`src/rtl/md_iter_seq.sv`:
```
`default_nettype none
// ============================================================================
// Module   : md_iter_seq
// Function : RV32M multiply/divide sequencer. Two-cycle multiply, radix-2
//            restoring divide. Optional macro MD_ITER_EARLY_OUT_EN enables
//            the |a| < |b| early-out.
// Revision : 1.0
// ============================================================================
module md_iter_seq #(
  parameter int WORD_SIZE = 32
) (
  input  logic                 clk_i,
  input  logic                 rst_i,
  input  logic                 flush_i,
  input  logic                 in_valid_i,
  output logic                 in_ready_o,
  input  logic [2:0]           operator_i,
  input  logic [WORD_SIZE-1:0] operand_a_i,
  input  logic [WORD_SIZE-1:0] operand_b_i,
  output logic                 out_valid_o,
  input  logic                 out_ready_i,
  output logic [WORD_SIZE-1:0] result_o,
  output logic                 busy_o
);

  localparam int CW = $clog2(WORD_SIZE);

  localparam logic [2:0] S_IDLE = 3'd0;
  localparam logic [2:0] S_MUL  = 3'd1;
  localparam logic [2:0] S_DIV  = 3'd2;
  localparam logic [2:0] S_SIGN = 3'd3;
  localparam logic [2:0] S_DONE = 3'd4;

  localparam logic [CW-1:0]        c_cnt_last = CW'(WORD_SIZE - 1);
  localparam logic [WORD_SIZE-1:0] c_most_neg = {1'b1, {(WORD_SIZE-1){1'b0}}};
  localparam logic [WORD_SIZE-1:0] c_all_ones = {WORD_SIZE{1'b1}};

  logic [2:0]           r_state;
  logic [CW-1:0]        r_cnt;
  logic [1:0]           r_op;
  logic [WORD_SIZE-1:0] r_a;
  logic [WORD_SIZE-1:0] r_b;
  logic [WORD_SIZE-1:0] r_quot;
  logic [WORD_SIZE-1:0] r_rem;
  logic                 r_neg_q;
  logic                 r_neg_r;
  logic [WORD_SIZE-1:0] r_result;

  // Request decode, evaluated on the raw inputs for the accept edge
  logic                 w_accept;
  logic                 w_in_div;
  logic                 w_in_signed;
  logic                 w_sign_a;
  logic                 w_sign_b;
  logic [WORD_SIZE-1:0] w_abs_a;
  logic [WORD_SIZE-1:0] w_abs_b;
  logic                 w_b_zero;
  logic                 w_ovf;

  assign w_accept    = in_valid_i & (r_state == S_IDLE);
  assign w_in_div    = operator_i[2];
  assign w_in_signed = operator_i[2] & ~(operator_i[1] ^ operator_i[0]);
  assign w_sign_a    = w_in_signed & operand_a_i[WORD_SIZE-1];
  assign w_sign_b    = w_in_signed & operand_b_i[WORD_SIZE-1];
  assign w_abs_a     = w_sign_a ? (~operand_a_i + 1'b1) : operand_a_i;
  assign w_abs_b     = w_sign_b ? (~operand_b_i + 1'b1) : operand_b_i;
  assign w_b_zero    = (operand_b_i == '0);
  assign w_ovf       = w_in_signed & (operand_a_i == c_most_neg) & (operand_b_i == c_all_ones);

  // Multiply: op[0] marks a signed multiplicand (MULH/MULHSU), op==01 a signed multiplier
  logic [2*WORD_SIZE-1:0] w_mul_a_ext;
  logic [2*WORD_SIZE-1:0] w_mul_b_ext;
  logic [2*WORD_SIZE-1:0] w_product;
  logic [WORD_SIZE-1:0]   w_mul_res;

  assign w_mul_a_ext = {{WORD_SIZE{r_op[0] & r_a[WORD_SIZE-1]}}, r_a};
  assign w_mul_b_ext = {{WORD_SIZE{(r_op == 2'b01) & r_b[WORD_SIZE-1]}}, r_b};
  assign w_product   = w_mul_a_ext * w_mul_b_ext;
  assign w_mul_res   = (r_op == 2'b00) ? w_product[WORD_SIZE-1:0]
                                       : w_product[2*WORD_SIZE-1:WORD_SIZE];

  // Restoring step: shift the next dividend bit into the partial remainder
  logic [WORD_SIZE:0]   w_shift;
  logic [WORD_SIZE:0]   w_trial;
  logic                 w_fits;
  logic [WORD_SIZE-1:0] w_quot_fix;
  logic [WORD_SIZE-1:0] w_rem_fix;
  logic [WORD_SIZE-1:0] w_div_res;

  assign w_shift    = {r_rem, r_quot[WORD_SIZE-1]};
  assign w_trial    = w_shift - {1'b0, r_b};
  assign w_fits     = ~w_trial[WORD_SIZE];
  assign w_quot_fix = r_neg_q ? (~r_quot + 1'b1) : r_quot;
  assign w_rem_fix  = r_neg_r ? (~r_rem + 1'b1) : r_rem;
  assign w_div_res  = r_op[0] ? w_rem_fix : w_quot_fix;

  always_ff @(posedge clk_i) begin
    if (rst_i) begin
      r_state  <= S_IDLE;
      r_cnt    <= '0;
      r_op     <= '0;
      r_a      <= '0;
      r_b      <= '0;
      r_quot   <= '0;
      r_rem    <= '0;
      r_neg_q  <= 1'b0;
      r_neg_r  <= 1'b0;
      r_result <= '0;
    end else if (flush_i) begin
      r_state <= S_IDLE;
      r_cnt   <= '0;
    end else begin
      case (r_state)
        S_IDLE: begin
          if (w_accept) begin
            r_op    <= operator_i[1:0];
            r_a     <= operand_a_i;
            r_cnt   <= '0;
            r_neg_q <= w_sign_a ^ w_sign_b;
            r_neg_r <= w_sign_a;
            if (!w_in_div) begin
              r_b     <= operand_b_i;
              r_state <= S_MUL;
            end else if (w_b_zero) begin
              r_result <= operator_i[0] ? operand_a_i : c_all_ones;
              r_state  <= S_DONE;
            end else if (w_ovf) begin
              r_result <= operator_i[0] ? '0 : operand_a_i;
              r_state  <= S_DONE;
            end else begin
              r_b <= w_abs_b;
`ifdef MD_ITER_EARLY_OUT_EN
              if (w_abs_a < w_abs_b) begin
                r_quot  <= '0;
                r_rem   <= w_abs_a;
                r_state <= S_SIGN;
              end else begin
                r_quot  <= w_abs_a;
                r_rem   <= '0;
                r_state <= S_DIV;
              end
`else
              r_quot  <= w_abs_a;
              r_rem   <= '0;
              r_state <= S_DIV;
`endif
            end
          end
        end
        S_MUL: begin
          r_result <= w_mul_res;
          r_state  <= S_DONE;
        end
        S_DIV: begin
          r_quot <= {r_quot[WORD_SIZE-2:0], w_fits};
          r_rem  <= w_fits ? w_trial[WORD_SIZE-1:0] : w_shift[WORD_SIZE-1:0];
          if (r_cnt == c_cnt_last) begin
            r_cnt   <= '0;
            r_state <= S_SIGN;
          end else begin
            r_cnt <= r_cnt + 1'b1;
          end
        end
        S_SIGN: begin
          r_result <= w_div_res;
          r_state  <= S_DONE;
        end
        S_DONE: begin
          if (out_ready_i) begin
            r_state <= S_IDLE;
          end
        end
        default: r_state <= S_IDLE;
      endcase
    end
  end

  assign in_ready_o  = (r_state == S_IDLE);
  assign out_valid_o = (r_state == S_DONE);
  assign busy_o      = (r_state != S_IDLE);
  assign result_o    = r_result;

endmodule
`default_nettype wire

```
`config.mk`:
```
export PLATFORM = sky130hd
export DESIGN_NAME = md_iter_seq
export DESIGN_NICKNAME = d
export VERILOG_FILES = /design/src/rtl/md_iter_seq.sv
export SDC_FILE = /design/constraint.sdc
export NUM_CORES = 2
export LEC_CHECK = 0
export BUFFER_PORTS_ARGS = -buffer_cell sky130_fd_sc_hd__buf_2
export CORE_UTILIZATION = 25
export CTS_BUF_LIST = sky130_fd_sc_hd__clkbuf_8
export CTS_CLUSTER_SIZE = 12
export DETAILED_ROUTE_END_ITERATION = 6
export PLACE_DENSITY = 0.49
export SLEW_MARGIN = 10
export SYNTH_ARGS = -nofsm -noshare
export SYNTH_HDL_FRONTEND = slang
export SYNTH_SLANG_ARGS = --single-unit
```
`constraint.sdc`:
```
create_clock -name clk_i -period 23.6 [get_ports clk_i]
set_input_delay 2.36 -clock clk_i [delete_from_list [all_inputs] [get_ports clk_i]]
set_output_delay 2.36 -clock clk_i [all_outputs]
set_load 0.02 [all_outputs]
```
==> results.ini <==
[cells_and_area]
final_common_cell=inv_1
drive_gt1_frac=0.0499
fillers=21514
final_area_mm2=0.0535
syn_to_final_growth_pct=7.20
mostFrequentLayoutCells=inv_1, fa_1, nand2_1
nNetsFinal=7168

[cts]
htreeDepth=4
clockBufferDepth=2
cts_buffers=17
ctsResizeCount=0
clk_latency_ns=0.55
cts_tree=yes
cts_sinks=172
postCtsSetupRepairBufs=0
clockRootBuffer=clkbuf_8
cts_hold_buf=0
clk_pin_slew_ns=0.10

[power]
p_leak_nw=23.6
irDropWorstVdd_mv=0.0281
powerDensity_mw_per_mm2=22.9

[routing]
postRouteAntennaNets=0
wire_per_inst_um=20.2
drc=0
vias=39155
wl_um=169000
via_per_inst=4.67
first_pass_iters=6
drtIter0Drc=2493

[timing]
final-max-slew-violation-count=0
skew_ns=0.0201
setup_viol=0
tns_ns=0
finalHoldViolations=0
tightest_slew_ns=1.32
min_period_over_period=0.407
rsz0062_at_grt=false
fmax_mhz=104
slew_headroom=0.116
period_minus_slack_ns=9.60

[worst_setup_path]
critPathLaunchType=register
criticalPathCategory=reg -> reg
cp.required_ns=24.02
r2r_setup_slack_ns=14.00
worstPathMaxFanout=15
crit_arrival_ns=10.01
crit_path_end_kind=register

[synthesis]
ys_ff_latch=172
synthDistinctLibCells=86
syn_area_per_cell_um2=8.53
synth-edff-count=0
synth_cells=5853
synth_flop_cell=dfxtp_1
async_flop_share=0
seq_area_frac_synth=0.0689
syn_nets=7302
yosys_warnings=0
syn_area_mm2=0.0500

[grt]
grt_pass1_vias=41626
grt_usage=0.169
antenna_found_initial=22
grt_pass1_wl_um=260000
grt.overflow.total=0
grt_max_degree=73

[status]
status=completed

[floorplan]
fp.dieW_um=449
ioPinCount=107
start_util=0.252
coreArea_mm2=0.198
design.die.area_mm2=0.202
rows=163
die_h_um=449

[placed_design]
hpwl_um=135000
dpl_cell_area_mm2=0.0531
place_congestion=0.914
port_buffers=106

[hold_path]
hp-class=reg -> reg

[flow_run]
maxCapViolCount=0

==> final timing paths <==
path	from	to	cells past startpoint
min reg2reg	r_a[17]	r_a[17]	2
min	r_a[17]	r_a[17]	2
max reg2reg	r_op[0]	result_o[31]	26
max	r_op[0]	result_o[31]	26
==> registers in the layout (all words and copies together), names as in the netlist <==
register / cells
r_a: 32
r_b: 32
r_cnt: 5
r_neg_q: 1
r_neg_r: 1
r_op: 2
r_quot: 32
r_rem: 32
r_state: 3
result_o: 32
==> per-stage QoR <==
step           setup slack, ns  hold slack, ns  power [mW]  utilization  std cells
2_1_floorplan            15.20           0.435       0.749            -       5853
3_3_place_gp             14.22           0.445        1.00        0.269       8340
3_5_place_dp             14.04           0.448        1.00        0.269       8340
4_1_cts                  13.98           0.464        1.23        0.271       8372
5_1_grt                  13.46           0.477        1.31        0.271       8377
6_report                 14.00           0.461        1.23        0.271       8383
==> synth_stat cells (12+ instances only) <==
cell / n / share of area
a211oi_1: 92 / 0.014
a21o_1: 48 / 0.0072
a21oi_1: 215 / 0.022
a311oi_1: 14 / 0.0025
a31oi_1: 14 / 0.0018
and2_1: 279 / 0.035
and3_1: 36 / 0.0045
buf_2: 14 / 0.0014
clkbuf_1: 321 / 0.024
dfxtp_1: 172 / 0.069
fa_1: 1126 / 0.45
ha_1: 251 / 0.063
inv_1: 1214 / 0.091
mux2i_1: 35 / 0.0070
nand2_1: 1012 / 0.076
nand2b_1: 16 / 0.0020
nand3_1: 30 / 0.0030
nand4_1: 26 / 0.0033
nor2_1: 246 / 0.018
nor2b_1: 13 / 0.0016
nor3_1: 42 / 0.0042
nor4_1: 17 / 0.0021
o211ai_1: 13 / 0.0020
o21ai_0: 125 / 0.013
o21bai_1: 14 / 0.0021
o22ai_1: 12 / 0.0015
o31ai_1: 41 / 0.0062
o41ai_1: 17 / 0.0030
or2_2: 12 / 0.0015
or3_1: 24 / 0.0030
xnor2_1: 115 / 0.020
xor2_1: 97 / 0.017
==> where the power goes <==
part / switching [mW] / internal (mW) / total (mW) / leakage, nW
sequential: 0.0229 / 0.301 / 0.324 / 1.40
combinational: 0.460 / 0.220 / 0.679 / 22.0
clock: 0.135 / 0.0880 / 0.223 / 0.190
total: 0.617 / 0.609 / 1.23 / 23.6
==> per-layer routing <==
layer	vias up	wire length, µm	GRT usage
li1	17437	-	-
met1	20353	69300	0.212
met2	1063	83600	0.295
met3	302	7230	0.0140
met4	0	9270	0.0751
met5	-	0	0
==> logic make-up after synthesis <==
kind of cell / Yosys count / synth area share
AO/OA/AOI/OAI: 697 / 0.0904
XOR/XNOR: 213 / 0.0377
adder cells (fa/ha/maj): 1377 / 0.514
buffers and inverters: 1560 / 0.118
flip-flops: 172 / 0.0689
multiplexers: 36 / 0.00724
AND/OR/NAND/NOR: 1798 / 0.163
==> area by class of cell <==
| type | count | area (µm²) | area share |
|---|---|---|---|
| Timing Repair Buffer | 193 | 1190 | 0.0222 |
| Multi-Input combinational cell | 4121 | 40600 | 0.759 |
| Tap cell | 2640 | 3300 | 0.0617 |
| Inverter | 1214 | 4560 | 0.0851 |
| Clock buffer | 18 | 248 | 0.00463 |
| Clock inverter | 14 | 138 | 0.00257 |
| Antenna cell | 11 | 27.5 | 0.000514 |
| Sequential cell | 172 | 3450 | 0.0644 |
==> critical path, stage by stage, from the launching register on <==
cell and delay, ns:
dfxtp_2 0.54, and2_1 0.69, nand2_1 0.22, inv_1 0.18, fa_1 0.49, fa_1 0.56, fa_1 0.72, inv_1 0.33
fa_1 0.56, inv_1 0.05, fa_1 0.47, fa_1 0.54, inv_1 0.05, fa_1 0.46, fa_1 0.49, inv_1 0.04
ha_1 0.40, nand2_1 0.18, nor4_1 0.63, nand3_1 0.18, or3_1 0.33, o221ai_1 0.33, nand4_1 0.19, a311o_1 0.42
and3_1 0.18, o21ai_1 0.12, a31oi_1 0.09
Power figures use the tool's default switching activity.
